[src/rtl/mem_bist_master_pkg.sv]
// Shared types and constants for the memory BIST master: state encoding,
// default geometry/timeout, and the write/compare data pattern.
package mem_bist_master_pkg;

  localparam int AW_DEF  = 10;
  localparam int DW_DEF  = 32;
  localparam int TMO_DEF = 16;

  typedef enum logic [2:0] {
    IDLE,
    WR_REQ,
    WR_WAIT,
    RD_REQ,
    RD_WAIT,
    FIN
  } bist_state_t;

  function automatic logic [DW_DEF-1:0] bist_pattern(input logic [DW_DEF-1:0] seed,
                                                     input logic [DW_DEF-1:0] off);
    return seed + off;
  endfunction

endpackage

[src/rtl/mem_bist_cmp.sv]
// Read-data checker: one compare per completed read, saturating error count,
// first-failing address latched; results update on the edge that accepts ready.
module mem_bist_cmp
  import mem_bist_master_pkg::*;
#(
  parameter int AW = AW_DEF,
  parameter int DW = DW_DEF
) (
  input  logic          clk,
  input  logic          rst,
  input  logic          clr,
  input  logic          en,
  input  logic [DW-1:0] rdata,
  input  logic [DW-1:0] exp_dat,
  input  logic [AW-1:0] addr,
  output logic [AW:0]   err_count,
  output logic [AW-1:0] first_err_addr
);

  always_ff @(posedge clk or negedge rst) begin
    if (!rst) begin
      err_count      <= '0;
      first_err_addr <= '0;
    end else if (clr) begin
      err_count      <= '0;
      first_err_addr <= '0;
    end else if (en && (rdata != exp_dat)) begin
      if (err_count != '1)
        err_count <= err_count + (AW+1)'(1);
      // A saturated count never returns to zero, so zero means "no mismatch yet".
      if (err_count == '0)
        first_err_addr <= addr;
    end
  end

endmodule

[src/rtl/mem_bist_master.sv]
// March-style BIST: write seed+i to len words, read back and compare. Each
// access is one request cycle plus a wait for ready, bounded by TMO cycles.
module mem_bist_master
  import mem_bist_master_pkg::*;
#(
  parameter int AW  = AW_DEF,
  parameter int DW  = DW_DEF,
  parameter int TMO = TMO_DEF
) (
  input  logic          clk,
  input  logic          rst,
  input  logic          start,
  input  logic [AW-1:0] base_addr,
  input  logic [AW:0]   len,
  input  logic [DW-1:0] seed,
  output logic          valid,
  output logic          wr_rd,
  output logic [AW-1:0] addr,
  output logic [DW-1:0] wdata,
  input  logic [DW-1:0] rdata,
  input  logic          ready,
  output logic          busy,
  output logic          done,
  output logic          pass,
  output logic          timeout,
  output logic [AW:0]   err_count,
  output logic [AW-1:0] first_err_addr
);

  localparam int TW = $clog2(TMO + 1);

  bist_state_t   state;
  logic [AW-1:0] base_r;
  logic [AW:0]   len_r;
  logic [AW:0]   off;
  logic [DW-1:0] seed_r;
  logic [TW-1:0] wcnt;
  logic          res_vld;

  logic          last;
  logic          tmo_hit;
  logic [AW:0]   off_nx;
  logic [AW-1:0] addr_nx;
  logic [DW-1:0] exp_dat;
  logic          cmp_en;
  logic          accept;

  assign last    = (off == len_r - (AW+1)'(1));
  assign off_nx  = off + (AW+1)'(1);
  assign addr_nx = base_r + off_nx[AW-1:0];
  assign tmo_hit = (wcnt == TW'(TMO - 1));
  assign exp_dat = bist_pattern(seed_r, DW'(off));
  assign cmp_en  = (state == RD_WAIT) && ready;
  assign accept  = (state == IDLE) && start;
  assign pass    = res_vld && (err_count == '0) && !timeout;

  always_ff @(posedge clk or negedge rst) begin
    if (!rst) begin
      state   <= IDLE;
      valid   <= 1'b0;
      wr_rd   <= 1'b0;
      addr    <= '0;
      wdata   <= '0;
      busy    <= 1'b0;
      done    <= 1'b0;
      timeout <= 1'b0;
      res_vld <= 1'b0;
      base_r  <= '0;
      len_r   <= '0;
      seed_r  <= '0;
      off     <= '0;
      wcnt    <= '0;
    end else begin
      valid <= 1'b0;
      done  <= 1'b0;
      wdata <= '0;
      case (state)
        IDLE: begin
          if (start) begin
            base_r  <= base_addr;
            // len==0 encodes a full sweep of the address space.
            len_r   <= (len == '0) ? {1'b1, {AW{1'b0}}} : len;
            seed_r  <= seed;
            off     <= '0;
            timeout <= 1'b0;
            res_vld <= 1'b0;
            busy    <= 1'b1;
            wr_rd   <= 1'b1;
            valid   <= 1'b1;
            addr    <= base_addr;
            wdata   <= bist_pattern(seed, '0);
            state   <= WR_REQ;
          end
        end
        WR_REQ: begin
          wcnt  <= '0;
          state <= WR_WAIT;
        end
        WR_WAIT: begin
          if (ready) begin
            valid <= 1'b1;
            if (last) begin
              off   <= '0;
              wr_rd <= 1'b0;
              addr  <= base_r;
              state <= RD_REQ;
            end else begin
              off   <= off_nx;
              addr  <= addr_nx;
              wdata <= bist_pattern(seed_r, DW'(off_nx));
              state <= WR_REQ;
            end
          end else if (tmo_hit) begin
            timeout <= 1'b1;
            wr_rd   <= 1'b0;
            done    <= 1'b1;
            res_vld <= 1'b1;
            state   <= FIN;
          end else begin
            wcnt <= wcnt + TW'(1);
          end
        end
        RD_REQ: begin
          wcnt  <= '0;
          state <= RD_WAIT;
        end
        RD_WAIT: begin
          if (ready) begin
            if (last) begin
              done    <= 1'b1;
              res_vld <= 1'b1;
              state   <= FIN;
            end else begin
              valid <= 1'b1;
              off   <= off_nx;
              addr  <= addr_nx;
              state <= RD_REQ;
            end
          end else if (tmo_hit) begin
            timeout <= 1'b1;
            done    <= 1'b1;
            res_vld <= 1'b1;
            state   <= FIN;
          end else begin
            wcnt <= wcnt + TW'(1);
          end
        end
        FIN: begin
          busy  <= 1'b0;
          state <= IDLE;
        end
        default: state <= IDLE;
      endcase
    end
  end

  mem_bist_cmp #(
    .AW(AW),
    .DW(DW)
  ) u_cmp (
    .clk           (clk),
    .rst           (rst),
    .clr           (accept),
    .en            (cmp_en),
    .rdata         (rdata),
    .exp_dat       (exp_dat),
    .addr          (addr),
    .err_count     (err_count),
    .first_err_addr(first_err_addr)
  );

endmodule

[config.mk]
export PLATFORM = sky130hd
export DESIGN_NAME = mem_bist_master
export DESIGN_NICKNAME = d
export VERILOG_FILES = /design/src/rtl/mem_bist_master_pkg.sv /design/src/rtl/mem_bist_cmp.sv /design/src/rtl/mem_bist_master.sv
export SDC_FILE = /design/constraint.sdc
export NUM_CORES = 1
export LEC_CHECK = 0
export BUFFER_PORTS_ARGS = -buffer_cell sky130_fd_sc_hd__buf_2
export CORE_AREA = 2 2 136 138
export CTS_BUF_LIST = sky130_fd_sc_hd__clkbuf_8 sky130_fd_sc_hd__clkbuf_16
export DETAILED_ROUTE_END_ITERATION = 8
export DIE_AREA = 0 0 138 140
export PLACE_DENSITY = 0.86
export SYNTH_ARGS = -nofsm -noshare
export SYNTH_HDL_FRONTEND = slang
export SYNTH_SLANG_ARGS = --single-unit
export TNS_END_PERCENT = 100
[constraint.sdc]
create_clock -name clk -period 3.5 [get_ports clk]
set_clock_uncertainty 0.05 [all_clocks]
set_input_delay 0.525 -clock clk [delete_from_list [all_inputs] [get_ports clk]]
set_output_delay 0.525 -clock clk [all_outputs]
set_load 0.03 [all_outputs]
[Word-level counts from Yosys, hierarchy flattened]
Index checks and enable logic that the tools add are counted.
Operators by class
  add/sub/neg operators: 7
  $mul: 0
  divide/modulo/power cells: 0
  order comparisons: 0
  equal/unequal tests: 20
  shifts and indexed selects: 0
  multiplexer cells: 58
  bitwise logic cells: 0
  reductions and logical operators: 28
Operators with widths (number)
  $mux W11: 9
  $mux W32: 3
  $mux W10: 8
  $add A32 B11 Y32: 2
  $pmux W32 S2: 1
  $pmux W11 S3: 1
  $ne A32 B32 Y1: 1
  $pmux W10 S3: 1
  $add A11 B1 Y11 const B: 2
  $logic_not A11 Y1: 2
  $mux W1: 19
  $mux W3: 5
  $pmux W3 S5: 1
  $ne A2 B2 Y1 const B: 7
  $reduce_bool A2 Y1: 7
  $reduce_and A4 Y1: 3
  $eq A11 B11 Y1: 1
  $ne A11 B11 Y1 const B: 1
  $sub A11 B1 Y11 const B: 1
  $add A10 B10 Y10: 1
  $mux W5: 2
  $pmux W5 S2: 1
  $ne A3 B3 Y1 const B: 3
  $pmux W1 S2: 4
  other kinds (16): 27
Word-level totals
  flip-flop bits (word level): 141
  latch bits: 0
  bits in writable memories: 0
  bits in read-only memories: 0
  input bits: 89
  output and inout port bits: 69
  word-level logic and storage cells: 129
  memories: 0

[Depth between registers and ports, before layout]
Gate-level depths: netlist of the first run.
  depth after elaboration: 5
  gate-level depth with buffers: 15
  depth with buffers taken out: 14

[By module]
From an unflattened synthesis of the first run, not the netlist that was laid out.
Unflattened totals
  cell total of the unflattened synthesis: 1040
  area, all modules: 9034.9 µm²
Modules (own cells, without submodules)
  mem_bist_master: times used 1, cells each 888, area each 7519.7 µm², sequential area each 3002.9 µm²
  mem_bist_cmp: times used 1, cells each 152, area each 1515.2 µm², sequential area each 525.5 µm²

[Least setup slack after synthesis of the first run]
Ideal clock, no wire load.
  path type: flip-flop to flip-flop
  from: reg off[0]
  to: reg u_cmp.err_count[7]
  library setup time: 0.124 ns
  arrival time: 3.445 ns
  required time: 3.326 ns
  slack: -0.119 ns
  cell stages (with the launch flop): 14
  buffers on the path: 1
  clock period less this slack: 3.619 ns
  path through: dfrtp_1 -> ha_1 -> fa_1 -> a211oi_2 -> o21ai_1 -> and3_1 -> o41ai_1 -> mux2i_1 -> o221ai_1 -> or4_4 -> nand2_8 -> buf_12 -> nor2_1 -> a211o_1
Between the ends
  word-level cells in the longest chain between the ends: 5
RTL lines
  start, declared: line mem_bist_master.sv:35  | logic [AW:0] off;
  start signal, assigned: line mem_bist_master.sv:108  | off <= off_nx;
  start signal, assigned: line mem_bist_master.sv:135  | off <= off_nx;
  $add A32 B11 Y32: line mem_bist_master_pkg.sv:20  | return seed + off;
  $ne A32 B32 Y1: line mem_bist_cmp.sv:27  | end else if (en && (rdata != exp_dat)) begin
  $logic_and A1 B1 Y1: line mem_bist_cmp.sv:27
  $reduce_bool A2 Y1 (no line)
  $reduce_and A2 Y1 (no line)
  end signal, assigned: line mem_bist_cmp.sv:29  | err_count <= err_count + (AW+1)'(1);
  end, declared: line mem_bist_cmp.sv:16  | output logic [AW:0] err_count,
No other way between the ends.
A chain may end at the register's enable or synchronous reset.

[Worst setup path after layout of the first run]
  from: reg off[2]
  to: reg u_cmp.err_count[8]
Same word-level chain as after synthesis.

==> reports/results.tsv, run 1 <==
metric	value	unit
total power	0.00906	W
Setup CP Type	reg2reg	
Reg clk slew, reported paths	70	ps
CTS buffer count	17	
Slew headroom	49.5	%
clock root buffer	clkbuf_16	
via count	8754	
Max Fclk	269	MHz
CTS tree	yes	
status	complete, but fails checks	
largest net degree at the start of global routing	75	
Netlist cell types	74	
post-route design area	0.0112	mm2
final wirelength	26600	um
placed inst area	0.0104	mm2
Yosys reg bits	141	
Post-DP HPWL	19400	um
final worst setup slack	-215	ps
largest cells by area after synthesis	dfrtp_1 38%, nand2_1 8.9%, xor2_1 5.3%	
share of the synthesized area in the top cell type	38.4	%
unrepaired setup endpoints after global routing	true	
Synth area leader	dfrtp_1	
Fin. Hold Viols	0	
nature of the critical path endpoint	flop	
total core area	0.0178	mm2
Net Count, Synth	1195	
Hold Crit Class	in2async	
number of global-route vias before repair	8430	
area delta synth->final	22.0	%
Die Y	140	um
initial antenna violation count	0	
Avg Inst Size Synth	8.64	um2
Synth Cell Area	0.00920	mm2
CTS Hold Buffers Added	0	
H-Tree Depth	4	
Worst Path Max Fanout	5	
register area share after synthesis	38.4	%
num rows	49	
Mapped Cells	1064	
Final Cycle Share	106	%
Place WS	-50.9	ps
first-pass GRT wire length	42600	um
P_sw	0.00410	W
final setup vio count	21	
DR iter-0 viols	808	
Sw Share	45.3	%
Comb power frac	46.5	%
Post-synth EDFFs	0	
drc violations	0	
Top FF cell, synth	dfrtp_1	
Max-Cap Viols	0	
grt ovf	0	
Die Span X	138	um
Seq pwr share	32.2	%
io pins	158	
Routed Antenna Nets	0	
ys async rst share	100	%
failing checks	setup timing	
GPL Wtd Cong	0.966	
drt first pass iters	5	
internal power	0.00496	W
clock sinks	141	
Starting Density	51.7	%
slew at the pin closest to its max-slew limit	738	ps
GRT Total Usage	27.3	%
Clock Latency Late Sink	430	ps
# port buffers	157	
Crit path arrival time	3990	ps
Slew Viols, Final	0	
clock network power share	21.4	%
Die ar.	0.0193	mm2
fill count	1465	
DR vias/cell	5.89	
CP Launch Type	flop	
critical path data required time	3770	ps
clock buffer depth	2	
mean routed wirelength per cell	17.9	um
maximum VDD drop	689	uV
yosys warns	0	
Final min period	3710	ps
share of post-route cells with drive strength above 1	23.2	%
PwrDens	808	mW/mm2
LEAKAGE	5.53	nW
final net count	1374	
antenna cells	0	
-- layout by cell type (no fill, tap or decap), types with 7 or more instances in the layout --
cell type  count
clkbuf_16     17
o22ai_1        7
xor2_1        54
o21ai_0       73
inv_1         34
xnor2_1       52
nand2b_1      11
nor2b_1        9
ha_1          36
nand4_1       22
nand3_1       27
and3_1        14
nor3_1        20
mux2i_1       18
buf_4         54
dfrtp_1      140
nand2_1      219
buf_2        156
a21oi_1       38
nor4_1         8
nor2_1        70
a21o_1        16
a222oi_1       9
a211oi_1       9
-- cell type report --
| type | count | area [um2] | area share [%] |
|---|---|---|---|
| tap | 229 | 287 | 2.55 |
| clock buffer | 17 | 425 | 3.79 |
| sequential | 141 | 3530 | 31.5 |
| timing repair buffer | 214 | 1240 | 11.1 |
| clock inverter | 15 | 203 | 1.81 |
| inverter | 34 | 128 | 1.14 |
| multi-input combinational | 835 | 5410 | 48.2 |
-- through the flow --
step,setup TNS (ps),hold WS (ps),utilization (%),cells
2_1_floorplan,0,179,-,1064
3_3_place_gp,0,445,58.6,1446
3_5_place_dp,-195,451,58.6,1446
4_1_cts,0,89.0,62.3,1482
5_1_grt,-4260,124,63.1,1485
6_report,-3180,65.3,63.1,1485
-- worst paths after layout --
kind / start / end / slack [ps] / depth (start not counted)
min: rst / wdata[9] / 70 / 1
max reg2reg: off[2] / u_cmp.err_count[8] / -210 / 11
max in group asynchronous: rst / seed_r[28] / 2460 / 2
min in group clk: len[6] / len_r[6] / 250 / 3
min reg2reg: len_r[8] / len_r[8] / 470 / 2
max: off[2] / u_cmp.err_count[8] / -210 / 11
-- what timing repair did --
item	4_1_cts	5_1_grt
gates resized for setup	2	25
buffers inserted	4	2
endpoints found under the hold margin	0	0
setup endpoints to repair	8	47
cloned	0	1
pin swaps	3	1
-- Yosys cell counts, drive strengths merged (4+ instances only) --
library cell,number
o221ai,5
mux2i,18
ha,39
nand4,27
dfrtp,141
a22o,5
nand2b,11
nor2b,9
inv,34
and3,16
mux2,4
a31oi,6
nor4,12
a211o,6
o21ai,76
xnor2,52
or4,4
a211oi,10
o21a,6
a222oi,9
xor2,56
buf,20
a21oi,41
nand2,220
a2111oi,4
nor2,74
nand3,29
clkbuf,35
o22ai,7
nor3,21
o31ai,5
a21o,17
nand3b,4
-- flip-flops by register name (all words and copies together) (netlist names), 3 cells and up --
name	count
addr	10
base_r	10
len_r	11
off	11
seed_r	32
state	3
u_cmp.err_count	11
u_cmp.first_err_addr	10
wcnt	5
wdata	32
-- layer usage --
layer / vias to the layer above / share of wire (%) / routed length [um] / GRT usage, %
met5: - / 0 / 0 / 0
met4: 0 / 2.7 / 724 / 10.7
met3: 58 / 8.6 / 2290 / 5.74
met2: 456 / 47 / 12400 / 43.8
met1: 4159 / 42 / 11100 / 36.5
li1: 4081 / - / - / -
-- power groups by stage --
stage | Combinational [W] | Clock, W | Sequential [W]
after floorplan | 0.00269 | 0 | 0.00308
after global routing | 0.00463 | 0.00203 | 0.00299
final | 0.00421 | 0.00194 | 0.00291
after CTS | 0.00415 | 0.00196 | 0.00289
after global placement | 0.00397 | 0 | 0.00288
after detailed placement | 0.00410 | 0 | 0.00290
-- critical path, stage by stage (launching register included) --
cell	delay (ps)
dfrtp_1	420
ha_1	400
a211oi_2	110
buf_4	160
a2111oi_0	670
o221ai_1	330
nor4_2	190
nand4_1	110
or4_4	660
nand3_4	160
nor3_1	70
a211o_1	270
-- kinds of logic after synthesis --
| family | synth area share, % |
|---|---|
| and+or+nand+nor | 23.1 |
| AOI/OAI and AO/OA | 15.6 |
| DFF | 38.4 |
| xor gates and xnor gates | 10.3 |
| buffers and inverters | 4.22 |
| adders and majority gates | 5.96 |
| muxes | 2.45 |
Power figures use the tool's default switching activity.
==> inputs of run 2 (changes only) <==
CORE_AREA = 5 5 139 141   (was 2 2 136 138)
DIE_AREA = 0 0 144 146   (was 0 0 138 140)
PLACE_DENSITY = unset   (was 0.86)
PLACE_DENSITY_LB_ADDON = 0.15   (was unset)
RECOVER_POWER = 100   (was unset)
==> reports/results.tsv, run 2 (synthesis gave the netlist of run 1 again) <==
metric	value	unit	change
first-pass GRT wire length	42600	um	about the same
# port buffers	157		unchanged
slew at the pin closest to its max-slew limit	1940	ps	was 738 ps
share of post-route cells with drive strength above 1	18.3	%	was 23.2%
Fin. Hold Viols	0		unchanged
clock buffer depth	2		unchanged
final cell count without fillers	1503		was 1485
GPL Wtd Cong	0.949		was 0.966
worst r2r dst	u_cmp.err_count[8]		unchanged
total core area	0.0178	mm2	about the same
buffers and inverters on the worst path	0		was 1
number of global-route vias before repair	7918		was 8430
antenna cells	0		unchanged
Slew headroom	-29.1	%	was 49.5%
Die Span X	144	um	was 138 um
nature of the critical path endpoint	flop		unchanged
CTS buffer count	17		unchanged
Routed Antenna Nets	0		unchanged
grt ovf	0		unchanged
Clock Latency Late Sink	430	ps	about the same
Placed Instances	1463		was 1446
Die Y	146	um	was 140 um
Place WS	-25.1	ps	was -50.9 ps
status	complete, but fails checks		unchanged
LEAKAGE	5.32	nW	was 5.53 nW
critical path data required time	3760	ps	was 3770 ps
CTS Hold Buffers Added	0		unchanged
final setup vio count	0		was 21
clock root buffer	clkbuf_16		unchanged
Max Fclk	286	MHz	was 269 MHz
reg2reg start	off[0]		was off[2]
maximum VDD drop	510	uV	was 689 uV
Hold Crit Class	in2reg		was in2async
drc violations	0		unchanged
CP Launch Type	flop		unchanged
CP max stage cell	or4_4		was a2111oi_0
Die ar.	0.0210	mm2	was 0.0193 mm2
DR vias/cell	5.69		was 5.89
GRT Total Usage	25.2	%	was 27.3%
PwrDens	796	mW/mm2	was 808 mW/mm2
setup slack on the worst flop-to-flop path	8	ps	was -210 ps
placed inst area	0.0106	mm2	was 0.0104 mm2
Crit path arrival time	3750	ps	was 3990 ps
most frequent cells in the layout	219 x nand2_1, 140 x dfrtp_1, 87 x buf_2, 75 x o21ai_0, 72 x clkbuf_1		was 219 x nand2_1, 156 x buf_2, 140 x dfrtp_1, 73 x o21ai_0, 70 x nor2_1
io pins	158		unchanged
crit-path max cell delay	660	ps	was 670 ps
Critical Path, Cell by Cell	ha_2 > fa_2 > xor2_1 > a2111oi_1 > o211ai_1 > nor4_1 > nand4_1 > or4_4 > nand3_4 > nor2_2 > a211o_1		was ha_1 > a211oi_2 > buf_4 > a2111oi_0 > o221ai_1 > nor4_2 > nand4_1 > or4_4 > nand3_4 > nor3_1 > a211o_1
largest net degree at the start of global routing	76		was 75
Starting Density	51.5	%	was 51.7%
Top Registers	seed_r (32), wdata (32)		unchanged
via count	8551		was 8754
Slew Viols, Final	76		was 0
worst r2r path cells	11		unchanged
H-Tree Depth	4		unchanged
total power	0.00891	W	was 0.00906 W
Setup CP Type	reg2reg		unchanged
commonest non-fill, non-tap cell in the layout	nand2_1		unchanged
Max-Cap Viols	1		was 0
Reg clk slew, reported paths	60	ps	was 70 ps
num rows	49		unchanged
drt first pass iters	6		was 5
DR iter-0 viols	828		was 808
CP startpoint	off[0]		was off[2]
hold_ws	249	ps	was 65.3 ps
Setup crit end	u_cmp.err_count[8]		unchanged
initial antenna violation count	0		unchanged
Post-DP HPWL	19800	um	was 19400 um
Final Cycle Share	99.8	%	was 106%
failing checks	capacitance limit, slew limit		was setup timing
post-route design area	0.0112	mm2	about the same
area delta synth->final	21.7	%	was 22.0%
final wirelength	27000	um	was 26600 um
unrepaired setup endpoints after global routing	true		unchanged
mean routed wirelength per cell	18.0	um	was 17.9 um
WP depth	11		unchanged
final worst setup slack	7.95	ps	was -215 ps
CTS tree	yes		unchanged
crit-path leading delay family	simple AND/OR/NAND/NOR gates		was compound AO/OA/AOI/OAI gates
final net count	1392		was 1374
hold depth	3		
Worst Path Max Fanout	6		was 5
clock sinks	141		unchanged
Final min period	3490	ps	was 3710 ps
==> run 2: how the worst min path moves through the flow <==
| stage | from | end | slack (ps) |
|---|---|---|---|
| 6_report | seed[14] | seed_r[14] | 250 |
| 5_1_grt | seed[19] | seed_r[19] | 250 |
| 4_1_cts | rst | u_cmp.err_count[1] | 100 |
| 2_1_floorplan | rst | addr[0] | 180 |
| 3_5_place_dp | res_vld | res_vld | 430 |
| 3_3_place_gp | res_vld | res_vld | 430 |
==> run 2: area by class of cell <==
type	count	area, um2
clock buffer	18	439
inverter	34	128
timing repair buffer	231	1230
fill	1627	6650
sequential	141	3530
tap	229	287
clock inverter	14	156
multi-input combinational	836	5420
==> run 2: metrics by stage <==
step           setup TNS [ps]  utilization, %
2_1_floorplan               0               -
3_3_place_gp                0            59.2
3_5_place_dp            -63.8            59.2
4_1_cts                     0            62.6
5_1_grt                 -1790            62.7
6_report                    0            62.7
==> run 2: where the power goes <==
group | switching [W] | internal (W)
registers | 0.000693 | 0.00222
clock network | 0.000791 | 0.00108
logic | 0.00260 | 0.00153
total | 0.00408 | 0.00483
==> run 2: what timing repair did <==
action | CTS | global route
setup endpoints to repair | 6 | 57
pin swaps | 2 | 13
resized for setup | 4 | 24
cloned | 0 | 2
setup buffers | 0 | 6
==> run 2: per-layer routing <==
metal	vias up	global-route usage (%)	wire [um]
met5	-	0	0
met4	0	5.08	322
met3	35	3.61	1810
met2	348	38.5	12300
met1	4034	38.1	12600
li1	4134	-	-
==> run 2: worst register-to-register path, stage by stage (launching register included) <==
cell and delay (ps):
dfrtp_1 400, ha_2 210, fa_2 520, xor2_1 60, a2111oi_1 390, o211ai_1 150, nor4_1 280, nand4_1 120
or4_4 660, nand3_4 220, nor2_2 50, a211o_1 260
